File: src/rtl/text_console_pkg.sv
// Shared constants for the text console: state encoding, control codes and default geometry.
package text_console_pkg;

    localparam int DEF_COLS = 30;
    localparam int DEF_ROWS = 17;

    localparam logic [1:0] ST_IDLE   = 2'd0;
    localparam logic [1:0] ST_PUT    = 2'd1;
    localparam logic [1:0] ST_ROWCLR = 2'd2;
    localparam logic [1:0] ST_SCRCLR = 2'd3;

    localparam logic [7:0] CH_BS    = 8'h08;
    localparam logic [7:0] CH_LF    = 8'h0A;
    localparam logic [7:0] CH_FF    = 8'h0C;
    localparam logic [7:0] CH_CR    = 8'h0D;
    localparam logic [7:0] CH_SPACE = 8'h20;

    function automatic logic is_printable(input logic [7:0] c);
        return !(c == CH_BS || c == CH_LF || c == CH_FF || c == CH_CR);
    endfunction

endpackage

File: src/rtl/text_cursor.sv
// Increment-with-wrap arithmetic for a (row, col) pair bounded by COLS x ROWS.
module text_cursor
    import text_console_pkg::*;
#(
    parameter int COLS = DEF_COLS,
    parameter int ROWS = DEF_ROWS
) (
    input  logic [4:0] row_i,
    input  logic [4:0] col_i,
    output logic [4:0] row_inc_o,
    output logic [4:0] col_inc_o,
    output logic       row_last_o,
    output logic       col_last_o
);

    assign col_last_o = (col_i == 5'(COLS - 1));
    assign row_last_o = (row_i == 5'(ROWS - 1));
    assign col_inc_o  = col_last_o ? 5'd0 : col_i + 5'd1;
    assign row_inc_o  = row_last_o ? 5'd0 : row_i + 5'd1;

endmodule

File: src/rtl/text_console.sv
// Character-cell console: turns a character/control-code stream into VRAM writes,
// tracks the cursor and performs row and full-screen clears.
module text_console
    import text_console_pkg::*;
#(
    parameter int         COLS       = DEF_COLS,
    parameter int         ROWS       = DEF_ROWS,
    parameter logic [7:0] BLANK_ATTR = 8'h07
) (
    input  logic        clk_i,
    input  logic        rst_n_i,
    input  logic [7:0]  chr_i,
    input  logic [7:0]  attr_i,
    input  logic        valid_i,
    output logic        ready_o,
    input  logic        clear_i,
    output logic        vram_cea_o,
    output logic [9:0]  vram_ada_o,
    output logic [15:0] vram_din_o,
    output logic [4:0]  cursor_row_o,
    output logic [4:0]  cursor_col_o,
    output logic        busy_o
);

    localparam logic [15:0] BLANK = {BLANK_ATTR, CH_SPACE};

    logic [1:0]  state_q, state_d;
    logic        boot_q, boot_d;
    logic        pend_q, pend_d;
    logic [4:0]  row_q, row_d;
    logic [4:0]  col_q, col_d;
    logic [4:0]  cnt_row_q, cnt_row_d;
    logic [4:0]  cnt_col_q, cnt_col_d;
    logic [7:0]  chr_q, chr_d;
    logic        cea_q, cea_d;
    logic [9:0]  ada_q, ada_d;
    logic [15:0] din_q, din_d;

    logic        go_idle, go_row, go_scr;
    logic        sel_cursor;
    logic [4:0]  inc_row_in, inc_col_in, inc_row, inc_col;
    logic        row_last, col_last;

    // PUT is the only state that steps the cursor; clears step the counter.
    assign sel_cursor = (state_q == ST_PUT);
    assign inc_row_in = sel_cursor ? row_q : cnt_row_q;
    assign inc_col_in = sel_cursor ? col_q : cnt_col_q;

    text_cursor #(
        .COLS (COLS),
        .ROWS (ROWS)
    ) u_cursor (
        .row_i      (inc_row_in),
        .col_i      (inc_col_in),
        .row_inc_o  (inc_row),
        .col_inc_o  (inc_col),
        .row_last_o (row_last),
        .col_last_o (col_last)
    );

    always_comb begin
        state_d   = state_q;
        boot_d    = boot_q;
        pend_d    = pend_q;
        row_d     = row_q;
        col_d     = col_q;
        cnt_row_d = cnt_row_q;
        cnt_col_d = cnt_col_q;
        chr_d     = chr_q;
        cea_d     = 1'b0;
        ada_d     = ada_q;
        din_d     = din_q;
        go_idle   = 1'b0;
        go_row    = 1'b0;
        go_scr    = 1'b0;

        case (state_q)
            ST_IDLE: begin
                if (!boot_q) begin
                    boot_d = 1'b1;
                    go_scr = 1'b1;
                end else if (clear_i || pend_q) begin
                    go_scr = 1'b1;
                end else if (valid_i) begin
                    state_d = ST_PUT;
                    chr_d   = chr_i;
                    if (is_printable(chr_i)) begin
                        cea_d = 1'b1;
                        ada_d = {row_q, col_q};
                        din_d = {attr_i, chr_i};
                    end else if (chr_i == CH_BS && col_q != 5'd0) begin
                        cea_d = 1'b1;
                        ada_d = {row_q, col_q - 5'd1};
                        din_d = BLANK;
                    end
                end
            end
            ST_PUT: begin
                if (is_printable(chr_q)) begin
                    if (col_last) begin
                        col_d  = 5'd0;
                        row_d  = inc_row;
                        go_row = 1'b1;
                    end else begin
                        col_d   = inc_col;
                        go_idle = 1'b1;
                    end
                end else if (chr_q == CH_LF) begin
                    row_d  = inc_row;
                    go_row = 1'b1;
                end else if (chr_q == CH_CR) begin
                    col_d   = 5'd0;
                    go_idle = 1'b1;
                end else if (chr_q == CH_FF) begin
                    go_scr = 1'b1;
                end else begin
                    if (col_q != 5'd0) col_d = col_q - 5'd1;
                    go_idle = 1'b1;
                end
            end
            ST_ROWCLR: begin
                if (col_last) begin
                    go_idle = 1'b1;
                end else begin
                    cnt_col_d = inc_col;
                    cea_d     = 1'b1;
                    ada_d     = {row_q, inc_col};
                    din_d     = BLANK;
                end
            end
            default: begin
                if (col_last && row_last) begin
                    row_d   = 5'd0;
                    col_d   = 5'd0;
                    go_idle = 1'b1;
                end else begin
                    cnt_col_d = inc_col;
                    if (col_last) cnt_row_d = inc_row;
                    cea_d = 1'b1;
                    ada_d = {cnt_row_d, cnt_col_d};
                    din_d = BLANK;
                end
            end
        endcase

        // A clear seen while busy is held and taken instead of the next IDLE.
        if (state_q != ST_IDLE && clear_i) pend_d = 1'b1;

        if (go_idle) begin
            if (pend_d) go_scr = 1'b1;
            else        state_d = ST_IDLE;
        end

        // The first blank of a clear is issued on the entry edge so that
        // every cycle spent in ROWCLR/SCRCLR carries exactly one write.
        if (go_row) begin
            state_d   = ST_ROWCLR;
            cnt_col_d = 5'd0;
            cea_d     = 1'b1;
            ada_d     = {row_d, 5'd0};
            din_d     = BLANK;
        end

        if (go_scr) begin
            state_d   = ST_SCRCLR;
            pend_d    = 1'b0;
            cnt_row_d = 5'd0;
            cnt_col_d = 5'd0;
            cea_d     = 1'b1;
            ada_d     = 10'd0;
            din_d     = BLANK;
        end
    end

    always_ff @(posedge clk_i or negedge rst_n_i) begin
        if (!rst_n_i) begin
            state_q   <= ST_IDLE;
            boot_q    <= 1'b0;
            pend_q    <= 1'b0;
            row_q     <= 5'd0;
            col_q     <= 5'd0;
            cnt_row_q <= 5'd0;
            cnt_col_q <= 5'd0;
            chr_q     <= 8'd0;
            cea_q     <= 1'b0;
            ada_q     <= 10'd0;
            din_q     <= 16'd0;
        end else begin
            state_q   <= state_d;
            boot_q    <= boot_d;
            pend_q    <= pend_d;
            row_q     <= row_d;
            col_q     <= col_d;
            cnt_row_q <= cnt_row_d;
            cnt_col_q <= cnt_col_d;
            chr_q     <= chr_d;
            cea_q     <= cea_d;
            ada_q     <= ada_d;
            din_q     <= din_d;
        end
    end

    assign ready_o      = boot_q && (state_q == ST_IDLE) && !clear_i && !pend_q;
    assign busy_o       = (state_q == ST_ROWCLR) || (state_q == ST_SCRCLR);
    assign vram_cea_o   = cea_q;
    assign vram_ada_o   = ada_q;
    assign vram_din_o   = din_q;
    assign cursor_row_o = row_q;
    assign cursor_col_o = col_q;

endmodule
File: config.mk
export PLATFORM = sky130hd
export DESIGN_NAME = text_console
export DESIGN_NICKNAME = d
export VERILOG_FILES = /design/src/rtl/text_console_pkg.sv /design/src/rtl/text_cursor.sv /design/src/rtl/text_console.sv
export SDC_FILE = /design/constraint.sdc
export NUM_CORES = 1
export LEC_CHECK = 0
export ABC_AREA = 0
export BUFFER_PORTS_ARGS = -buffer_cell sky130_fd_sc_hd__buf_2
export CAP_MARGIN = 5
export CORE_MARGIN = 5
export CORE_UTILIZATION = 44
export DETAILED_ROUTE_END_ITERATION = 8
export HOLD_SLACK_MARGIN = 0.06
export PLACE_DENSITY = 0.76
export SYNTH_ARGS = -nofsm -noshare
export SYNTH_HDL_FRONTEND = slang
export SYNTH_SLANG_ARGS = --single-unit
File: constraint.sdc
create_clock -name clk_i -period 7.8 [get_ports clk_i]
set_input_delay 1.56 -clock clk_i [delete_from_list [all_inputs] [get_ports clk_i]]
set_output_delay 1.56 -clock clk_i [all_outputs]
set_load 0.05 [all_outputs]
### Word level (Yosys, flattened, before mapping)

Cells that the tools add are included.

| storage, ports and cells | value |
|---|---|
| word-level logic and storage cells | 156 |
| bits of input ports | 20 |
| bits in registers | 59 |
| output and inout bits | 39 |

| cells by class | value |
|---|---|
| reductions and logical operators | 28 |
| add/subtract/negate cells | 3 |
| multiplexer cells | 85 |
| equal/unequal tests | 27 |
| bitwise gates (word level) | 2 |

Operators by type and width:

| operator | number |
|---|---|
| $mux 16 | 9 |
| $mux 5 | 23 |
| $mux 10 | 9 |
| $eq 8x4->1 const B | 8 |
| $pmux 16 s3 | 1 |
| $pmux 10 s3 | 1 |
| $pmux 5 s2 | 3 |
| $mux 1 | 28 |
| $ne 4x4->1 const B | 6 |
| $mux 2 | 8 |
| $add 5x1->5 const B | 2 |
| $eq 5x5->1 const B | 2 |
| $logic_or 1x1->1 | 8 |
| $reduce_and 7->1 | 1 |
| $logic_and 1x1->1 | 6 |
| $ne 3x3->1 const B | 2 |
| $pmux 1 s3 | 2 |
| $ne 5x3->1 const B | 1 |
| $ne 5x5->1 const B | 1 |
| $reduce_and 5->1 | 1 |
| $reduce_bool 5->1 | 1 |
| $sub 5x1->5 const B | 1 |
| $eq 2x2->1 const B | 2 |
| $ne 4x3->1 const B | 1 |
| 14 further kinds | 18 |

### Longest topological paths before layout

| logic depth | value |
|---|---|
| word-level depth | 11 |
| gate-level depth with buffers | 15 |
| depth with buffers taken out | 10 |

### By module

A second synthesis with hierarchy kept.

| unflattened totals | value |
|---|---|
| cell total of the unflattened synthesis | 362 |
| area total of the unflattened synthesis | 3399.5 um2 |

By module, submodules not included:

| module | times used | sequential area each (um2) | area an instance (um2) | cells each |
|---|---|---|---|---|
| text_console | 1 | 1476.4 | 3178.0 | 329 |
| text_cursor | 1 | 0.0 | 221.5 | 33 |

### Worst setup path before layout

OpenSTA, ideal clock, no wires.

| timing | value |
|---|---|
| kind | input port to output port |
| start | input port clear_i |
| end | output port ready_o |
| buffers on the path | 0 |
| data required time | 6.240 ns |
| data arrival time | 2.333 ns |
| cell stages on the path | 3 |
| setup slack | 3.907 ns |
| cells stage by stage | nor3b_1 -> nand2_1 -> inv_1 |

| on the way | value |
|---|---|
| longest elaborated chain between the ends | 3 |

Ends and longest elaborated chain:

| item | RTL line | text |
|---|---|---|
| from (decl) | text_console.sv:16 | `input logic clear_i,` |
| $logic_not 1->1 | text_console.sv:203 | `assign ready_o = boot_q && (state_q == ST_IDLE) && !clear_i && !pend_q;` |
| $logic_and 1x1->1 (2 in series) | text_console.sv:203 |  |
| to (decl) | text_console.sv:15 | `output logic ready_o,` |

Every way passes these cells.

### Worst setup path in the final report

| timing | value |
|---|---|
| start | register state_q[0] |
| end | register din_q[9], in the netlist vram_din_o[9] |

| on the way | value |
|---|---|
| longest elaborated chain between the ends | 9 |
| elaborated cells on any way between the ends | 32 |
| classes of those cells | eq/ne: 11; mux: 16; reduce/logical: 5 |

Ends and longest elaborated chain:

| item | RTL line | text |
|---|---|---|
| from (decl) | text_console.sv:27 | `logic [1:0] state_q, state_d;` |
| from (signal assigned) | text_console.sv:189 | `state_q <= state_d;` |
| $eq 2x1->1 | text_console.sv:45, text_console.sv:77 |  |
| $mux 5 (on tied branches) | text_console.sv:47, text_console.sv:46 |  |
| $eq 5x5->1 (on tied branches) | text_cursor.sv:16, text_cursor.sv:17 |  |
| $mux 1 or $logic_and 1x1->1 (tied branches) | text_console.sv:100, text_console.sv:132 |  |
| $mux 1 (on tied branches) | text_console.sv:99, text_console.sv:132 |  |
| $pmux 1 s3 | text_console.sv:77 | `case (state_q)` |
| $mux 1 | text_console.sv:149 | `if (go_idle) begin` |
| $ne 5x3->1 (no source line) (tied with other cells) | -- |  |
| $reduce_and 7->1 (no source line) | -- |  |
| to (signal assigned) | text_console.sv:199 | `din_q <= din_d;` |
| to (decl) | text_console.sv:37 | `logic [15:0] din_q, din_d;` |

Several ways; a longest one is shown, not always the timed one.
A chain may end at the register's enable or synchronous reset.

==> reports/results.env <==
CTS_ROOT_BUF='sky130_fd_sc_hd__clkbuf_8'
ROUTEDWLPERCELL_MICRONS=18.0
SYNTH.AVG_CELL_AREA_SQ_UM=9.29
HTREE_LEVELS=3
CPMAXSTAGEDELAYCELL='sky130_fd_sc_hd__dfrtp_1'
NNETSFINAL=469
WORST_SETUP_PATH_END_KIND='flop'
RUN_STATUS='finished, final reports clean'
GLOBALROUTETOTALUTIL_PCT=20.2
DIE_AREA_SQ_UM=10300
GRT_ANTENNA_BEFORE_REPAIR=0
GLOBAL_ROUTE_WIRE_LENGTH_BEFORE_REPAIR_MM=16.5
START_UTIL_PCT=45.0
DESIGN.CORE.AREA_SQ_UM=8180
CRIT_BUF_INV=0
FINAL_UTIL_PCT=51.8
PATH_CELLS='nand2b_1 > o21ai_0 > ha_1 > nand2_1 > o21ai_0 > a21o_1 > o211ai_1 > nor3_4 > mux2_2'
HPWLAFTERDP_MM=7.30
DRC=0
MAPPED_CELL_AREA_SQ_UM=3680
CRITICAL_PATH.MAX_FANOUT=20
STARTPOINT_TYPE='flop'
HOLD_BUFFERS=0
CRIT_TOP_CELL='sky130_fd_sc_hd__o21ai_0'
FINALWIRELENGTH_MM=9.95
DRT-PASS1-ITER-COUNT=6
DRT-MET1-WL_MM=4.13
PEAK_VDD_IR_mV=0.109
CRITICAL_PATH.TOP_DELAY_FAMILY='simple AND/OR/NAND/NOR gates'
LAYOUT-AREA-OVERHEAD-VS-SYNTH_PCT=15.1
DRT_ITER0_DRC=339
STD_CELL_ROWS=33
SEQ_AREA_FRAC_SYNTH_PCT=40.1
GP_CONGESTION=0.909
ANT_NETS=0
POST-PLACE-CELLS=538
WORST-ENDPOINT-ARRIVAL_NS=4.60
LAYOUT_COMMONEST_CELL='sky130_fd_sc_hd__dfrtp_1'
MET3_LENGTH_MICRONS=707
IOPINCOUNT=59
FINALHOLDVIOLCOUNT=0
TRITONCTS_CLOCK_TREE='done'
CTS_SINKS=59
CTS_SETUP_BUFFERS=0
SYNTHDISTINCTLIBCELLS=72
CLK_PATH_BUF_DEPTH=2
VIAS=3358
TMIN_FINAL_NS=4.36
FINAL_PERIOD_UTILIZATION_PCT=56.0
CTS_RESIZED=0
GRT_PASS1_VIAS=3375
VERTICAL_EXTENT_OF_THE_DIE_MICRONS=101
CP_DATA_REQUIRED_TIME_NS=8.03
SYNTHFLOPTYPE='sky130_fd_sc_hd__dfrtp_1'
DIE_WIDTH_MICRONS=101
SYNTH_ENABLE_FLOP_CELLS=0
CLK_LATENCY_WORST_SKEW_PAIR_NS=0.35
DRV_CAP=0
YOSYSWARNINGS=0
FINAL_LAYOUT_SIZE_SUFFIX_GT1_SHARE_PCT=24.1
P_LEAK_nW=1.89
LIBRARY_CELL_OCCUPYING_THE_MOST_AREA_IN_THE_POST_SYNTHESIS_NETLIST='sky130_fd_sc_hd__dfrtp_1'
REPORT.FINAL.SLEW_VIOL_COUNT=0
SKEW_NS=0.0100
SETUP_VIOL_COUNT_FINAL=0
CTS_MADE_BUFFERS=9
GRT_OVERFLOW_TOTAL=0
SETUP_WS_NS=3.44
TIMING_WORST_SLEW_PIN_VALUE_NS=1.12
PORT_BUFFERS=58
TOPROUTINGLAYERUSED='met4'
GRT_SETUP_UNREPAIRED='no'
MAX_SLEW_MARGIN_PCT=25.3
DRT-VIAS-PER-INSTANCE=6.06
MET2WIRELENGTH_MM=4.89
MAXCLOCKFREQUENCY_MHz=229
MAXIMUM_NUMBER_OF_PINS_ON_ONE_NET_BEFORE_GLOBAL_ROUTE_REPAIR=60
POWER_PER_CELL_AREA_nW_PER_UM2=157
CP_SLOWEST_STAGE_DELAY_NS=0.73
TNS_NS=0
MOST-COMMON-LAYOUT-CELLS='sky130_fd_sc_hd__dfrtp_1 (59), sky130_fd_sc_hd__buf_2 (58), sky130_fd_sc_hd__nand2_1 (43)'
SYNTH.TOP_CELLS.BY_AREA='sky130_fd_sc_hd__dfrtp_1 (40%), sky130_fd_sc_hd__mux2i_1 (6.0%), sky130_fd_sc_hd__nand2_1 (4.4%)'
TIMING.HOLD.WORST.CLASS='flop to flop'
ANTENNA_CELLS=0
SYNTHESIS.NETS=421
CTS.CLK_SLEW.WORST_PATHS_NS=0.07
POSTSYNTH.ASYNCRESETSHARE_PCT=100
DETAILEDPLACE.WORSTSLACK_NS=3.48
SYNTH_SEQ_CELLS=59
SYNTH_CELLS=396
FINAL-INSTANCE-COUNT-EXCL-FILL=554
PATH_CLASS='flop to flop'
SYNTH_LARGEST_TYPE_AREA_FRACTION_PCT=40.1
synth_stat cells (3+ instances only):
| library cell | n |
|---|---|
| sky130_fd_sc_hd__dfrtp_1 | 59 |
| sky130_fd_sc_hd__nand2_1 | 43 |
| sky130_fd_sc_hd__nor2_1 | 35 |
| sky130_fd_sc_hd__mux2i_1 | 22 |
| sky130_fd_sc_hd__inv_1 | 19 |
| sky130_fd_sc_hd__o21ai_0 | 17 |
| sky130_fd_sc_hd__nor3_1 | 16 |
| sky130_fd_sc_hd__a21oi_1 | 12 |
| sky130_fd_sc_hd__mux2_2 | 11 |
| sky130_fd_sc_hd__nand2b_1 | 11 |
| sky130_fd_sc_hd__buf_2 | 9 |
| sky130_fd_sc_hd__clkbuf_1 | 9 |
| sky130_fd_sc_hd__a22o_1 | 8 |
| sky130_fd_sc_hd__a211oi_1 | 7 |
| sky130_fd_sc_hd__and2_1 | 6 |
| sky130_fd_sc_hd__nand3_1 | 6 |
| sky130_fd_sc_hd__or3_1 | 6 |
| sky130_fd_sc_hd__a21o_1 | 5 |
| sky130_fd_sc_hd__ha_1 | 5 |
| sky130_fd_sc_hd__a31oi_1 | 4 |
| sky130_fd_sc_hd__xnor2_1 | 4 |
| sky130_fd_sc_hd__a311oi_1 | 3 |
| sky130_fd_sc_hd__a31o_2 | 3 |
| sky130_fd_sc_hd__and3_1 | 3 |
| sky130_fd_sc_hd__buf_6 | 3 |
| sky130_fd_sc_hd__nand4_1 | 3 |
| sky130_fd_sc_hd__nor4_1 | 3 |
| sky130_fd_sc_hd__or2_2 | 3 |
| sky130_fd_sc_hd__xor2_1 | 3 |
metal layers:
metal	vias up	GRT usage [%]
met5	-	0
met4	0	9.61
met3	29	4.34
met2	181	33.3
met1	1615	25.3
li1	1533	-
worst register-to-register path: stages (launching register included):
cell	delay, ns
sky130_fd_sc_hd__dfrtp_1	0.73
sky130_fd_sc_hd__nand2b_1	0.57
sky130_fd_sc_hd__o21ai_0	0.53
sky130_fd_sc_hd__ha_1	0.29
sky130_fd_sc_hd__nand2_1	0.14
sky130_fd_sc_hd__o21ai_0	0.36
sky130_fd_sc_hd__a21o_1	0.32
sky130_fd_sc_hd__o211ai_1	0.19
sky130_fd_sc_hd__nor3_4	0.71
sky130_fd_sc_hd__mux2_2	0.42
power by group:
group	leakage, nW	internal (mW)	switching [mW]
Sequential	0.744	0.306	0.0000000000000000179
Combinational	1.03	0.00433	0.00921
Clock	0.122	0.215	0.130
layout make-up:
| cell class | count | area, sq um |
|---|---|---|
| Multi-Input combinational cell | 296 | 2010 |
| Fill cell | 778 | 3940 |
| Timing Repair Buffer | 59 | 298 |
| Clock inverter | 3 | 67.6 |
| Tap cell | 105 | 131 |
| Clock buffer | 13 | 179 |
| Inverter | 19 | 71.3 |
| Sequential cell | 59 | 1480 |
worst paths after layout:
kind	start	to	slack [ns]	cells after the start
max	state_q[0]	vram_din_o[9]	3.44	9
min	boot_q	boot_q	0.46	1
max reg2reg	state_q[0]	vram_din_o[9]	3.44	9
min reg2reg	boot_q	boot_q	0.46	1
max in group asynchronous	rst_n_i	vram_din_o[8]	5.96	2
min in group asynchronous	rst_n_i	vram_din_o[12]	1.36	2
registers in the layout, summed over array words and instances, names as in the netlist:
| signal | count |
|---|---|
| pend_q | 1 |
| cnt_col_q | 5 |
| boot_q | 1 |
| cnt_row_q | 5 |
| vram_cea_o | 1 |
| cursor_row_o | 5 |
| chr_q | 8 |
| vram_ada_o | 10 |
| vram_din_o | 16 |
| cursor_col_o | 5 |
| state_q | 2 |
kinds of logic after synthesis:
family / Yosys count / share of synthesized area [%]
adders and majority gates: 5 / 1.70
DFF: 59 / 40.1
muxes: 34 / 9.76
and+or+nand+nor: 159 / 23.2
AOI/OAI and AO/OA: 91 / 18.4
buffers and inverters: 41 / 5.20
xor gates and xnor gates: 7 / 1.67
through the flow:
step                area, sq um  hold WS (ns)  total power, mW
floorplan                  3680         0.425            0.313
global placement           3990         0.448            0.325
detailed placement         3990         0.444            0.326
CTS                        4240         0.465            0.664
global route               4240         0.474            0.682
finish                     4240         0.463            0.664
Power figures use the tool's default switching activity.
